`src/rtl/screen_pkg.sv`:
```
// Shared constants and types for the text-mode screen writer.
package screen_pkg;

  localparam int unsigned SCR_COLS   = 20;
  localparam int unsigned SCR_ROWS   = 64;
  localparam int unsigned SCR_ADDR_W = 14;

  localparam logic [7:0] CH_SPACE = 8'h20;
  localparam logic [7:0] CH_LF    = 8'h0A;
  localparam logic [7:0] CH_CR    = 8'h0D;
  localparam logic [7:0] CH_BS    = 8'h08;
  localparam logic [7:0] CH_FF    = 8'h0C;

  typedef enum logic {
    IDLE,
    CLEAR
  } writer_state_t;

  function automatic logic is_printable(input logic [7:0] c);
    return (c >= 8'h20) && (c <= 8'h7E);
  endfunction

endpackage

```
`src/rtl/screen_cursor.sv`:
```
// Column/row counter with advance, newline, return, back and home controls.
// Columns wrap into the next row; rows wrap to 0 (no scroll).
module screen_cursor
  import screen_pkg::*;
#(
  parameter int unsigned COLS = SCR_COLS,
  parameter int unsigned ROWS = SCR_ROWS
) (
  input  logic       clk,
  input  logic       rst_n,
  input  logic       advance,
  input  logic       newline,
  input  logic       ret,
  input  logic       back,
  input  logic       home,
  output logic [7:0] x,
  output logic [5:0] y,
  output logic [7:0] x_next,
  output logic [5:0] y_next,
  output logic       at_origin
);

  localparam logic [7:0] XMax = 8'(COLS - 1);
  localparam logic [5:0] YMax = 6'(ROWS - 1);

  logic [5:0] y_inc;

  // Next position; home has priority, then the text-flow controls.
  always_comb begin
    x_next = x;
    y_next = y;
    y_inc  = (y == YMax) ? 6'd0 : y + 6'd1;
    if (home) begin
      x_next = '0;
      y_next = '0;
    end else if (advance) begin
      if (x == XMax) begin
        x_next = '0;
        y_next = y_inc;
      end else begin
        x_next = x + 8'd1;
      end
    end else if (newline) begin
      x_next = '0;
      y_next = y_inc;
    end else if (ret) begin
      x_next = '0;
    end else if (back) begin
      if (x != 8'd0) begin
        x_next = x - 8'd1;
      end else if (y != 6'd0) begin
        x_next = XMax;
        y_next = y - 6'd1;
      end
    end
  end

  // Position register.
  always_ff @(posedge clk or negedge rst_n) begin
    if (!rst_n) begin
      x <= '0;
      y <= '0;
    end else begin
      x <= x_next;
      y <= y_next;
    end
  end

  // Used to detect (0,0) for backspace suppression and sweep completion.
  always_comb begin
    at_origin = (x == 8'd0) && (y == 6'd0);
  end

endmodule

```
`src/rtl/screen_text_writer.sv`:
```
// Character-stream writer for the Screen RAM: cursor tracking, control codes
// and a one-cell-per-cycle clear sweep.
module screen_text_writer
  import screen_pkg::*;
#(
  parameter int unsigned COLS = SCR_COLS,
  parameter int unsigned ROWS = SCR_ROWS
) (
  input  logic                  clk,
  input  logic                  rst_n,
  input  logic                  in_valid,
  output logic                  in_ready,
  input  logic [7:0]            in_char,
  input  logic                  clear_req,
  output logic                  wr_en,
  output logic [SCR_ADDR_W-1:0] wr_addr,
  output logic [7:0]            wr_data,
  output logic [7:0]            cursor_x,
  output logic [5:0]            cursor_y,
  output logic                  busy
);

  writer_state_t state_q;

  logic       accept;
  logic       start_clear;
  logic       cur_advance, cur_newline, cur_ret, cur_back, cur_home;
  logic [7:0] cur_x_next;
  logic [5:0] cur_y_next;
  logic       cur_at_origin;

  logic       sw_advance;
  logic [7:0] sw_x, sw_x_next;
  logic [5:0] sw_y, sw_y_next;
  logic       sw_at_origin;
  logic       unused_sweep;

  // Handshake and byte decode into cursor controls.
  always_comb begin
    in_ready    = (state_q == IDLE) && !clear_req;
    accept      = in_valid && in_ready;
    cur_advance = accept && is_printable(in_char);
    cur_newline = accept && (in_char == CH_LF);
    cur_ret     = accept && (in_char == CH_CR);
    cur_back    = accept && (in_char == CH_BS);
    start_clear = (state_q == IDLE) && (clear_req || (accept && (in_char == CH_FF)));
    // Sweep wraps back to (0,0) after its last cell, which marks completion.
    cur_home    = (state_q == CLEAR) && sw_at_origin;
    sw_advance  = start_clear || ((state_q == CLEAR) && !sw_at_origin);
  end

  screen_cursor #(
    .COLS (COLS),
    .ROWS (ROWS)
  ) u_text_cursor (
    .clk       (clk),
    .rst_n     (rst_n),
    .advance   (cur_advance),
    .newline   (cur_newline),
    .ret       (cur_ret),
    .back      (cur_back),
    .home      (cur_home),
    .x         (cursor_x),
    .y         (cursor_y),
    .x_next    (cur_x_next),
    .y_next    (cur_y_next),
    .at_origin (cur_at_origin)
  );

  // Clear sweep counter walks cells in row-major order.
  screen_cursor #(
    .COLS (COLS),
    .ROWS (ROWS)
  ) u_sweep (
    .clk       (clk),
    .rst_n     (rst_n),
    .advance   (sw_advance),
    .newline   (1'b0),
    .ret       (1'b0),
    .back      (1'b0),
    .home      (1'b0),
    .x         (sw_x),
    .y         (sw_y),
    .x_next    (sw_x_next),
    .y_next    (sw_y_next),
    .at_origin (sw_at_origin)
  );

  assign unused_sweep = ^{sw_x_next, sw_y_next};

  // FSM with registered write port and busy flag.
  always_ff @(posedge clk or negedge rst_n) begin
    if (!rst_n) begin
      state_q <= IDLE;
      wr_en   <= 1'b0;
      wr_addr <= '0;
      wr_data <= '0;
      busy    <= 1'b0;
    end else begin
      wr_en <= 1'b0;
      unique case (state_q)
        IDLE: begin
          if (start_clear) begin
            state_q <= CLEAR;
            busy    <= 1'b1;
            wr_en   <= 1'b1;
            wr_addr <= {sw_y, sw_x};
            wr_data <= CH_SPACE;
          end else if (cur_advance) begin
            wr_en   <= 1'b1;
            wr_addr <= {cursor_y, cursor_x};
            wr_data <= in_char;
          end else if (cur_back && !cur_at_origin) begin
            // Blank the cell the cursor moves back onto.
            wr_en   <= 1'b1;
            wr_addr <= {cur_y_next, cur_x_next};
            wr_data <= CH_SPACE;
          end
        end
        CLEAR: begin
          if (sw_at_origin) begin
            state_q <= IDLE;
            busy    <= 1'b0;
          end else begin
            wr_en   <= 1'b1;
            wr_addr <= {sw_y, sw_x};
            wr_data <= CH_SPACE;
          end
        end
      endcase
    end
  end

endmodule
```
`config.mk`:
```
export PLATFORM = sky130hd
export DESIGN_NAME = screen_text_writer
export DESIGN_NICKNAME = d
export VERILOG_FILES = /design/src/rtl/screen_pkg.sv /design/src/rtl/screen_cursor.sv /design/src/rtl/screen_text_writer.sv
export SDC_FILE = /design/constraint.sdc
export NUM_CORES = 1
export LEC_CHECK = 0
export CELL_PAD_IN_SITES_DETAIL_PLACEMENT = 1
export CELL_PAD_IN_SITES_GLOBAL_PLACEMENT = 1
export CORE_ASPECT_RATIO = 0.7
export CORE_MARGIN = 2
export CORE_UTILIZATION = 48
export CTS_CLUSTER_DIAMETER = 150
export CTS_CLUSTER_SIZE = 24
export DETAILED_ROUTE_END_ITERATION = 16
export DONT_BUFFER_PORTS = 1
export HOLD_SLACK_MARGIN = 0.05
export PLACE_DENSITY_LB_ADDON = 0.15
export SLEW_MARGIN = 20
export SYNTH_ARGS = -nofsm -noshare
export SYNTH_HDL_FRONTEND = slang
export SYNTH_SLANG_ARGS = --single-unit
```
`constraint.sdc`:
```
create_clock -name clk -period 3.1 [get_ports clk]
set_input_delay 0.62 -clock clk [delete_from_list [all_inputs] [get_ports clk]]
set_output_delay 0.62 -clock clk [all_outputs]
set_load 0.02 [all_outputs]
```
==> impl_metrics.tcl, run 1 <==
set metrics [dict create \
    status "completed" \
    slowest_delay_ns 0.52 \
    io_pins 51 \
    grt.met1_usage_pct 42.9 \
    layout_common_cells "53 x dfrtp_1, 34 x nand2_1, 33 x nor2_1" \
    seq_area_frac_synth_pct 39.5 \
    netlist_area_um2 3360 \
    path_clk_slew_ns 0.11 \
    min_path_type "in2async" \
    root_buffer "clkbuf_8" \
    arrival_ns 2.85 \
    cp_max_fo 6 \
    die_area_um2 7700 \
    slew_viol_final 0 \
    globalRouteMet2Util_pct 46.1 \
    ys_seq_elements 53 \
    endpoint "wr_addr[11]" \
    fin_worst_skew_ns 0.0118 \
    die_h_um 74.0 \
    cap_violations 0 \
    fp.dieW_um 104 \
    final_common_cell "dfrtp_1" \
    tns_ns 0 \
    numCtsBuffers 5 \
    fin_crit_sh_pct 85.0 \
    met3_usage_pct 5.87 \
    synth_edf_count 0 \
    core-area_um2 6760 \
    post_drt_wl_per_cell_um 22.9 \
    r2r_setup_slack_ns 0.46 \
    ant_nets 0 \
    grt_pass1_vias 3171 \
    grt_antenna_before_repair 0 \
    grt_max_degree 54 \
    crit_start "u_text_cursor.x[0]" \
    fin_nets 399 \
    r2r-end "wr_addr[11]" \
    grt-busiest-layer "met2" \
    ys.warnings.count 0 \
    wl_um 10800 \
    start_util_pct 49.7 \
    rsz0062_at_grt "false" \
    ff2ff_path_depth 9 \
    final-hold-violation-count 0 \
    htree_num_levels 2 \
    p_leak_nw 1.54 \
    drt_first_pass_iters 4 \
    dpl.hpwl_um 8000 \
    r2r_start "u_text_cursor.x[0]" \
    grt_pass1_wl_um 17800 \
    finalCoreUtilization_pct 54.5 \
    critPathKind "reg2reg" \
    clk_path_buf_depth 2 \
    ir_worst_vdd_uv 349 \
    rows 25 \
    synthArstFlopShare_pct 100 \
    avgViaCountPerCell 6.69 \
    ys.flop_type "dfrtp_1" \
    vias 3165 \
    gp_congestion 0.900 \
    worst_setup_path_end_kind "flop" \
    grt.overflow.total 0 \
    relSlewSlack_pct 23.7 \
    setup_viol 0 \
    tightest_slew_ns 1.14 \
    path_cells "inv_1, ha_1, nor4b_2, buf_4, nand4_1, o211a_1, a211oi_1, nor3_1, o22a_1" \
    required_ns 3.32 \
    fmax_mhz 379 \
    grtUsageTotal_pct 29.4 \
    synthDistinctLibCells 67 \
    synth_fp_nets 391 \
    period_minus_slack_ns 2.64 \
    drt-initial-drc-count 258 \
    clkSinkCount 53 \
    drive_gt1_share_pct 12.1 \
    syn_inst 370 \
    numPortBuffers 0 \
    avgSynthCellArea_um2 9.08 \
    fill_cells 810 \
    drc 0 \
    power_density_nw_per_um2 613 \
    critPathLaunchType "flop" \
    finalPower_mw 2.26 \
    area_delta_synth_final_pct 9.64 \
    cts_tree "done" \
    worst_path_max_delay_cell "a211oi_1" \
    worst_skew_pair.late_latency_ns 0.32 \
    diodes 0 \
    cts_resized 0 \
]
## power by group
part | internal [mW] | switching (mW) | leakage [nW]
combinational | 0.292 | 0.365 | 0.821
clock | 0.186 | 0.255 | 0.0518
sequential | 0.852 | 0.307 | 0.672
total | 1.33 | 0.927 | 1.54
## cell usage after synthesis, drive strengths merged (2+ instances only)
cell / instances / share of area (%)
o211a: 3 / 0.89
a211o: 2 / 0.52
nor2b: 2 / 0.37
a311oi: 4 / 1.2
a21o: 2 / 0.45
or3: 4 / 0.89
mux2: 2 / 0.67
mux2i: 2 / 0.60
clkbuf: 15 / 1.7
and2: 6 / 1.1
a22oi: 3 / 0.67
nor3: 9 / 1.7
nor3b: 4 / 0.89
nand4: 11 / 2.0
and4: 4 / 1.0
a31oi: 7 / 1.3
and3: 5 / 0.93
o311a: 2 / 0.60
o22a: 3 / 0.78
nand2: 34 / 3.8
a221oi: 5 / 1.3
inv: 9 / 1.0
nor2: 33 / 3.7
a221o: 4 / 1.2
o21ai: 19 / 2.8
a211oi: 4 / 0.89
a22o: 6 / 1.6
o31ai: 4 / 0.89
dfrtp: 53 / 39
nor4: 5 / 0.93
or2: 2 / 0.37
nand3b: 3 / 0.67
o211ai: 4 / 0.89
xor2: 5 / 1.3
xnor2: 7 / 1.8
ha: 9 / 3.4
a21oi: 19 / 2.8
nand3: 18 / 2.8
nor4b: 6 / 3.1
o22ai: 3 / 0.56
buf: 9 / 1.3
o2111ai: 3 / 0.78
o21a: 2 / 0.45
## kinds of logic after synthesis
kind of cell / count (synthesis) / share of synthesized area, %
flops: 53 / 39.5
xor+xnor: 12 / 3.13
mux: 4 / 1.27
simple gates: 150 / 25.4
fa+ha+maj: 9 / 3.35
compound gates: 109 / 23.3
buf+inv: 33 / 4.02
## critical path, delay by kind of cell (launching register included)
family                   cells  cell delay, ns
AO/OA/AOI/OAI                3            1.02
AND/OR/NAND/NOR              3            0.58
flip-flops                   1            0.40
buffers and inverters        2            0.27
adder cells (fa/ha/maj)      1            0.24
## per-layer routing
metal	up-vias	wire [µm]
li1	1425	-
met1	1630	5080
met2	99	4880
met3	11	765
met4	0	95
met5	-	0
## worst min path at each step
stage	from	endpoint	slack, ns	cells after the start
after floorplan	rst_n	busy	0.32	0
after global placement	rst_n	u_text_cursor.y[0]	0.33	0
after detailed placement	rst_n	u_text_cursor.y[0]	0.33	0
after CTS	rst_n	u_text_cursor.y[0]	0.15	1
after global routing	rst_n	u_text_cursor.y[0]	0.16	1
final	rst_n	u_text_cursor.y[0]	0.14	1
## stage by stage
| step | hold WS (ns) | setup slack [ns] | cells | instance area, µm² |
|---|---|---|---|---|
| floorplan | 0.324 | 0.620 | 370 | 3360 |
| global placement | 0.326 | 0.412 | 464 | 3560 |
| detailed placement | 0.326 | 0.376 | 464 | 3560 |
| CTS | 0.151 | 0.528 | 473 | 3680 |
| global route | 0.158 | 0.312 | 473 | 3680 |
| finish | 0.142 | 0.465 | 473 | 3680 |
## final cells by class
type / instances / area [µm²] / share of cell area (%)
flip-flops and latches: 53 / 1330 / 36.0
well taps: 94 / 118 / 3.19
multi-input cells: 284 / 1900 / 51.5
repair buffers: 25 / 208 / 5.64
clock inverters: 2 / 17.5 / 0.475
inverters: 9 / 33.8 / 0.917
clock buffers: 6 / 82.6 / 2.24
## repair_timing
action | in CTS | in global routing
hold buffers | 1 | 0
buffers inserted | 0 | 0
endpoints found under the hold margin | 53 | 0
## flip-flops by register name, summed over array words and instances (netlist names)
register and cells:
u_sweep.x 8, wr_en 1, state_q 1, wr_data 8, wr_addr 14, u_text_cursor.y 6
u_text_cursor.x 8, u_sweep.y 6, busy 1
No activity file was read; power rests on OpenSTA's default activity.
==> inputs of run 2 (changes only) <==
--- a/config.mk
+++ b/config.mk
@@ -15,7 +15,7 @@
 export DETAILED_ROUTE_END_ITERATION = 16
 export DONT_BUFFER_PORTS = 1
 export HOLD_SLACK_MARGIN = 0.05
-export PLACE_DENSITY_LB_ADDON = 0.15
+export PLACE_DENSITY_LB_ADDON = 0.12
 export SLEW_MARGIN = 20
 export SYNTH_ARGS = -nofsm -noshare
 export SYNTH_HDL_FRONTEND = slang
==> run 2 against run 1 <==
Effect of this change:
- worst setup slack worse by 0.18 ns
- routed wire length down 1.6%
- count of clock-buffer cells in the layout unchanged
- critical path type unchanged
- critical endpoint is now u_text_cursor.y[1]
==> impl_metrics.tcl, run 2 (same netlist as run 1, synthesis figures left out) <==
set metrics [dict create \
    p_clk_share_pct 19.8 \
    ir_worst_vdd_uv 312 \
    path_clk_slew_ns 0.11 \
    intPower_mw 1.33 \
    drt_first_pass_iters 5 \
    ant_nets 0 \
    multi_input_area_um2 1910 \
    power_density_nw_per_um2 616 \
    combPwrFrac_pct 29.2 \
    avgViaCountPerCell 6.67 \
    grt_max_degree 54 \
    tns_ns 0 \
    clk_path_buf_depth 2 \
    rsz0062_at_grt "false" \
    drt-initial-drc-count 206 \
    dpl.hpwl_um 7700 \
    die_h_um 74.0 \
    relSlewSlack_pct 31.7 \
    seq_power_share_pct 51.0 \
    critPathLaunchType "flop" \
    io_pins 51 \
    min_path_type "in2async" \
    grt_antenna_before_repair 0 \
    switchingPower_uw 938 \
    timing.hold.ws_ns 0.151 \
    gp_congestion 0.903 \
    numPortBuffers 0 \
    grtUsageTotal_pct 28.9 \
    slew_viol_final 0 \
    fin_worst_skew_ns 0.00558 \
    rows 25 \
    crit_buf_inv 1 \
    grt_pass1_vias 3269 \
    fin_cells 471 \
    drc 0 \
    finalCoreUtilization_pct 54.4 \
    final-hold-violation-count 0 \
    numCtsBuffers 5 \
    area_delta_synth_final_pct 9.38 \
    drive_gt1_share_pct 11.9 \
    status "completed" \
    required_ns 3.33 \
    die_area_um2 7700 \
    start_util_pct 49.7 \
    fmax_mhz 355 \
    worst_path_max_delay_cell "dfrtp_1" \
    fin_crit_sh_pct 90.8 \
    worst_skew_pair.late_latency_ns 0.32 \
    slowest_delay_ns 0.49 \
    period_minus_slack_ns 2.81 \
    grt.overflow.total 0 \
    grt_pass1_wl_um 17400 \
    dpl.cell_count 462 \
    path_cells "inv_1, ha_1, nor4b_2, nand2_1, or3_4, and2_0, o311a_1, a311oi_2" \
    setup_viol 0 \
    post_drt_wl_per_cell_um 22.6 \
    p_leak_nw 1.53 \
    arrival_ns 3.04 \
    seq_area_um2 1330 \
    core-area_um2 6760 \
    clkSinkCount 53 \
    critPathKind "reg2reg" \
    cap_violations 0 \
    largest_register_ffs 14 \
    crit_family "simple AND/OR/NAND/NOR gates" \
    cts_tree "done" \
    layout_common_cells "53 x dfrtp_1, 34 x nand2_1, 33 x nor2_1" \
    cts_resized 0 \
    fp.dieW_um 104 \
    wl_um 10600 \
    htree_num_levels 2 \
    vias 3142 \
    final_common_cell "dfrtp_1" \
    tightest_slew_ns 1.02 \
    worst_setup_path_end_kind "flop" \
    fin_nets 397 \
    largest-register "wr_addr" \
    root_buffer "clkbuf_8" \
    swShare_pct 41.4 \
    postCtsSetupBuffers 0 \
    cp_max_fo 6 \
    fill_cells 819 \
    diodes 0 \
]
run 2: changes by cell type in the layout (fill, tap and decap cells not counted):
cell / before / now
buf_4: 24 / 22
o221ai_2: 0 / 1
o221ai_1: 1 / 0
run 2: path summary, 6_finish.rpt:
path                                    start            endpoint  slack [ns]  cells after the start
min in group clk                   in_char[0]          wr_data[0]        0.43                      1
setup reg to reg           u_text_cursor.x[1]  u_text_cursor.y[1]        0.29                      8
max in group asynchronous               rst_n        u_sweep.y[2]        2.72                      1
hold reg to reg                  u_sweep.x[7]        u_sweep.x[7]        0.52                      1
hold / removal                          rst_n  u_text_cursor.y[1]        0.15                      1
setup / recovery           u_text_cursor.x[1]  u_text_cursor.y[1]        0.29                      8
run 2: timing repair:
item | 4_1_cts | 5_1_grt
setup endpoints to repair | 0 | 0
hold buffers | 1 | 0
hold endpoints to repair | 53 | 0
run 2: cell type report:
class	instances	share of cell area, %
multi-input cells	284	51.8
flip-flops and latches	53	36.1
repair buffers	23	5.24
well taps	94	3.20
clock buffers	6	2.25
inverters	9	0.919
clock inverters	2	0.477
run 2: power by group through the flow:
stage | Combinational (mW) | Sequential, mW | Clock [mW]
floorplan | 0.464 | 1.12 | 0
global placement | 0.603 | 1.16 | 0
detailed placement | 0.634 | 1.17 | 0
CTS | 0.658 | 1.15 | 0.458
global route | 0.735 | 1.18 | 0.481
finish | 0.660 | 1.15 | 0.449
run 2: worst register-to-register path: stages, from the launching register on:
cell      delay, ns
dfrtp_1        0.49
inv_1          0.09
ha_1           0.20
nor4b_2        0.45
nand2_1        0.25
or3_4          0.47
and2_0         0.17
o311a_1        0.32
a311oi_2       0.28
run 2: per-layer routing:
layer  up-vias  track usage (%)  routed length (µm)
met2       107             47.7                4800
met4         0             7.36                 114
met1      1599             39.1                5060
met3        16             7.01                 678
li1       1420                -                   -
met5         -                0                   0
run 2: stage by stage:
stage               area (µm²)  setup WS [ns]  power (mW)
floorplan                 3360          0.620        1.58
global placement          3540          0.407        1.76
detailed placement        3550          0.385        1.80
CTS                       3680          0.340        2.27
global route              3680          0.101        2.40
finish                    3680          0.286        2.26
==> inputs of run 3 (changes only) <==
--- a/config.mk
+++ b/config.mk
@@ -11,7 +11,7 @@
 export CORE_MARGIN = 2
 export CORE_UTILIZATION = 48
 export CTS_CLUSTER_DIAMETER = 150
-export CTS_CLUSTER_SIZE = 24
+export CTS_CLUSTER_SIZE = 20
 export DETAILED_ROUTE_END_ITERATION = 16
 export DONT_BUFFER_PORTS = 1
 export HOLD_SLACK_MARGIN = 0.05
==> results of run 3 <==
Same layout as run 2: the final DEF is identical, and so are final timing and power.
==> patch (config.mk and constraints of run 1) <==
Reset style: synchronous (`rst_n`), changed in 2 clocked blocks.
--- a/src/rtl/screen_cursor.sv
+++ b/src/rtl/screen_cursor.sv
@@ -56,7 +56,7 @@
   end
 
   // Position register.
-  always_ff @(posedge clk or negedge rst_n) begin
+  always_ff @(posedge clk) begin
     if (!rst_n) begin
       x <= '0;
       y <= '0;
--- a/src/rtl/screen_text_writer.sv
+++ b/src/rtl/screen_text_writer.sv
@@ -89,7 +89,7 @@
   assign unused_sweep = ^{sw_x_next, sw_y_next};
 
   // FSM with registered write port and busy flag.
-  always_ff @(posedge clk or negedge rst_n) begin
+  always_ff @(posedge clk) begin
     if (!rst_n) begin
       state_q <= IDLE;
       wr_en   <= 1'b0;
Formal check against the unedited RTL: differs if rst_n is asserted again (counterexample within 4 cycles, from zero or initial values and one cycle with rst_n low); with rst_n held inactive, the same outputs for 4 cycles.
==> patch against run 1 <==
Sequential cell count stayed put. Sequential power is 30% lower. Setup slack worse by 48 ps. Core utilization is 0.97 points higher. Hold slack better by 290 ps. Count of clock-buffer cells in the layout stayed put. Combinational power is 43% lower. Cell area is 4.1% lower. Power is 29% lower. Die area is 3.9% lower. Fmax is 1.8% lower. Synthesized area is 4.1% lower. Routed wire length is 2.7% higher. Critical path type unchanged. Critical endpoint is now wr_addr[7]. Largest cell class unchanged.
==> patch: results (changes against run 1) <==
| Metric | Value |
|---|---|
| Status | `finished, final reports clean` |
| Unique masters post-synth | `60 (-10%)` |
| CP max-delay cell | `a21o_1` |
| Worst min-delay path class | `in2reg` |
| Final #Nets | `427 (+7.0%)` |
| Max stage delay on crit path | `600 ps (+80 ps)` |
| Warnings from Yosys | `0 (unchanged)` |
| GP Congestion | `0.884 (-1.7%)` |
| DRT iter0 DRCs | `181 (-30%)` |
| DRT Pass-1 Iters | `5 (+1)` |
| Worst Path Arrival | `2900 ps (+50 ps)` |
| Initial antenna violation count | `0 (unchanged)` |
| Peak supply drop | `0.000334 V (-4.2%)` |
| Critical-path maximum fanout | `16 (+10)` |
| Syn_area_per_cell | `8.07 sq um (-11%)` |
| Final Skew | `8.11 ps (-3.65 ps)` |
| Tot GR Track Use | `0.312 (+0.0173)` |
| Placed insts | `490 (+5.6%)` |
| Crit path time final | `2680 ps (+48.4 ps)` |
| Post-synthesis async set-or-reset flop share | `0 (-1.00)` |
| Antenna Violating Nets Remaining | `0 (unchanged)` |
| Sequential fraction of the synthesis area | `0.329 (-0.0653)` |
| Pin count of the biggest net entering global routing | `34 (-37%)` |
| Relative slew slack | `0.356 (+0.119)` |
| DR WL/cell | `22.3 um (-2.5%)` |
| ANT cells | `0 (unchanged)` |
| Syn nets | `420 (+7.4%)` |
| Hold bufs inserted after CTS | `0 (-1)` |
| Dominant cells by area after synthesis | `dfxtp_1 (33%), xor2_1 (4.6%), nor2_1 (4.2%)` |
| Vias | `3292 (+4.0%)` |
| Share of layout cells above drive strength 1 | `0.120 (-0.000979)` |
| Global-route wire length before repair | `18000 um (+1.3%)` |
| CTS H-tree depth | `2 (unchanged)` |
| Finished Layout Cells | `498 (+5.3%)` |
| LEAKAGE | `1.24 nW (-20%)` |
| DP Worst Slack | `234 ps (-142 ps)` |
| Post-synth top cells | `dfxtp_1 (53), nor2_1 (36), nand2_1 (27), clkbuf_1 (22), nand3_1 (20)` |
| Root Buffer | `clkbuf_8` |
| HPWL after DPL | `8210 um (+2.6%)` |
| Most flops, register | `wr_addr` |
| Filler cell count | `792 (-2.2%)` |
| Vias in the first global route | `3460 (+9.1%)` |
| Num CTS Buffers | `5 (unchanged)` |
| Port bufs | `0 (unchanged)` |
| R2R Setup Slk | `420 ps (-50 ps)` |
patch: final timing paths:
check | startpoint | end | cells after the start
setup / recovery | u_text_cursor.x[3] | wr_addr[7] | 6
hold / removal | rst_n | u_sweep.y[2] | 1
setup reg to reg | u_text_cursor.x[3] | wr_addr[7] | 6
hold reg to reg | u_sweep.x[1] | u_sweep.x[1] | 2
patch: final cells by class:
type,count,area share
multi-input cells,308,0.572
flip-flops and latches,53,0.300
well taps,91,0.0322
clock inverters,2,0.00425
clock buffers,6,0.0205
inverters,9,0.00956
repair buffers,29,0.0616
patch: metrics by stage:
step | power [mW] | hold slack (ps) | area (sq um)
finish | 1.60 | 431 | 3530
global route | 1.68 | 432 | 3530
CTS | 1.60 | 429 | 3530
detailed placement | 1.19 | 519 | 3450
global placement | 1.18 | 506 | 3450
floorplan | 1.07 | 487 | 3220
patch: cell families after synthesis:
| logic type | after synthesis | synth area share |
|---|---|---|
| and+or+nand+nor | 160 | 0.272 |
| AOI/OAI and AO/OA | 115 | 0.250 |
| DFF | 53 | 0.329 |
| buffers and inverters | 38 | 0.0478 |
| xor gates and xnor gates | 22 | 0.0598 |
| adders and majority gates | 9 | 0.0350 |
| muxes | 2 | 0.00621 |
patch: critical path: cells and delay by family (launching register included):
family / cells / cell delay, ps
AOI/OAI and AO/OA: 4 / 1620
DFF: 1 / 330
and+or+nand+nor: 2 / 650
patch: power by group:
| part | leakage (nW) | switching, mW | internal (mW) |
|---|---|---|---|
| clock | 0.0374 | 0.247 | 0.160 |
| sequential | 0.432 | 0.0838 | 0.729 |
| combinational | 0.773 | 0.241 | 0.134 |
| total | 1.24 | 0.572 | 1.02 |
patch: layer usage:
metal / vias up / part of all wire / wire, um / global-route usage
met5: - / 0 / 0 / 0
met4: 0 / 0.018 / 195 / 0.0844
met3: 23 / 0.093 / 1040 / 0.0645
met2: 152 / 0.45 / 5000 / 0.512
met1: 1616 / 0.44 / 4880 / 0.418
li1: 1501 / - / - / -
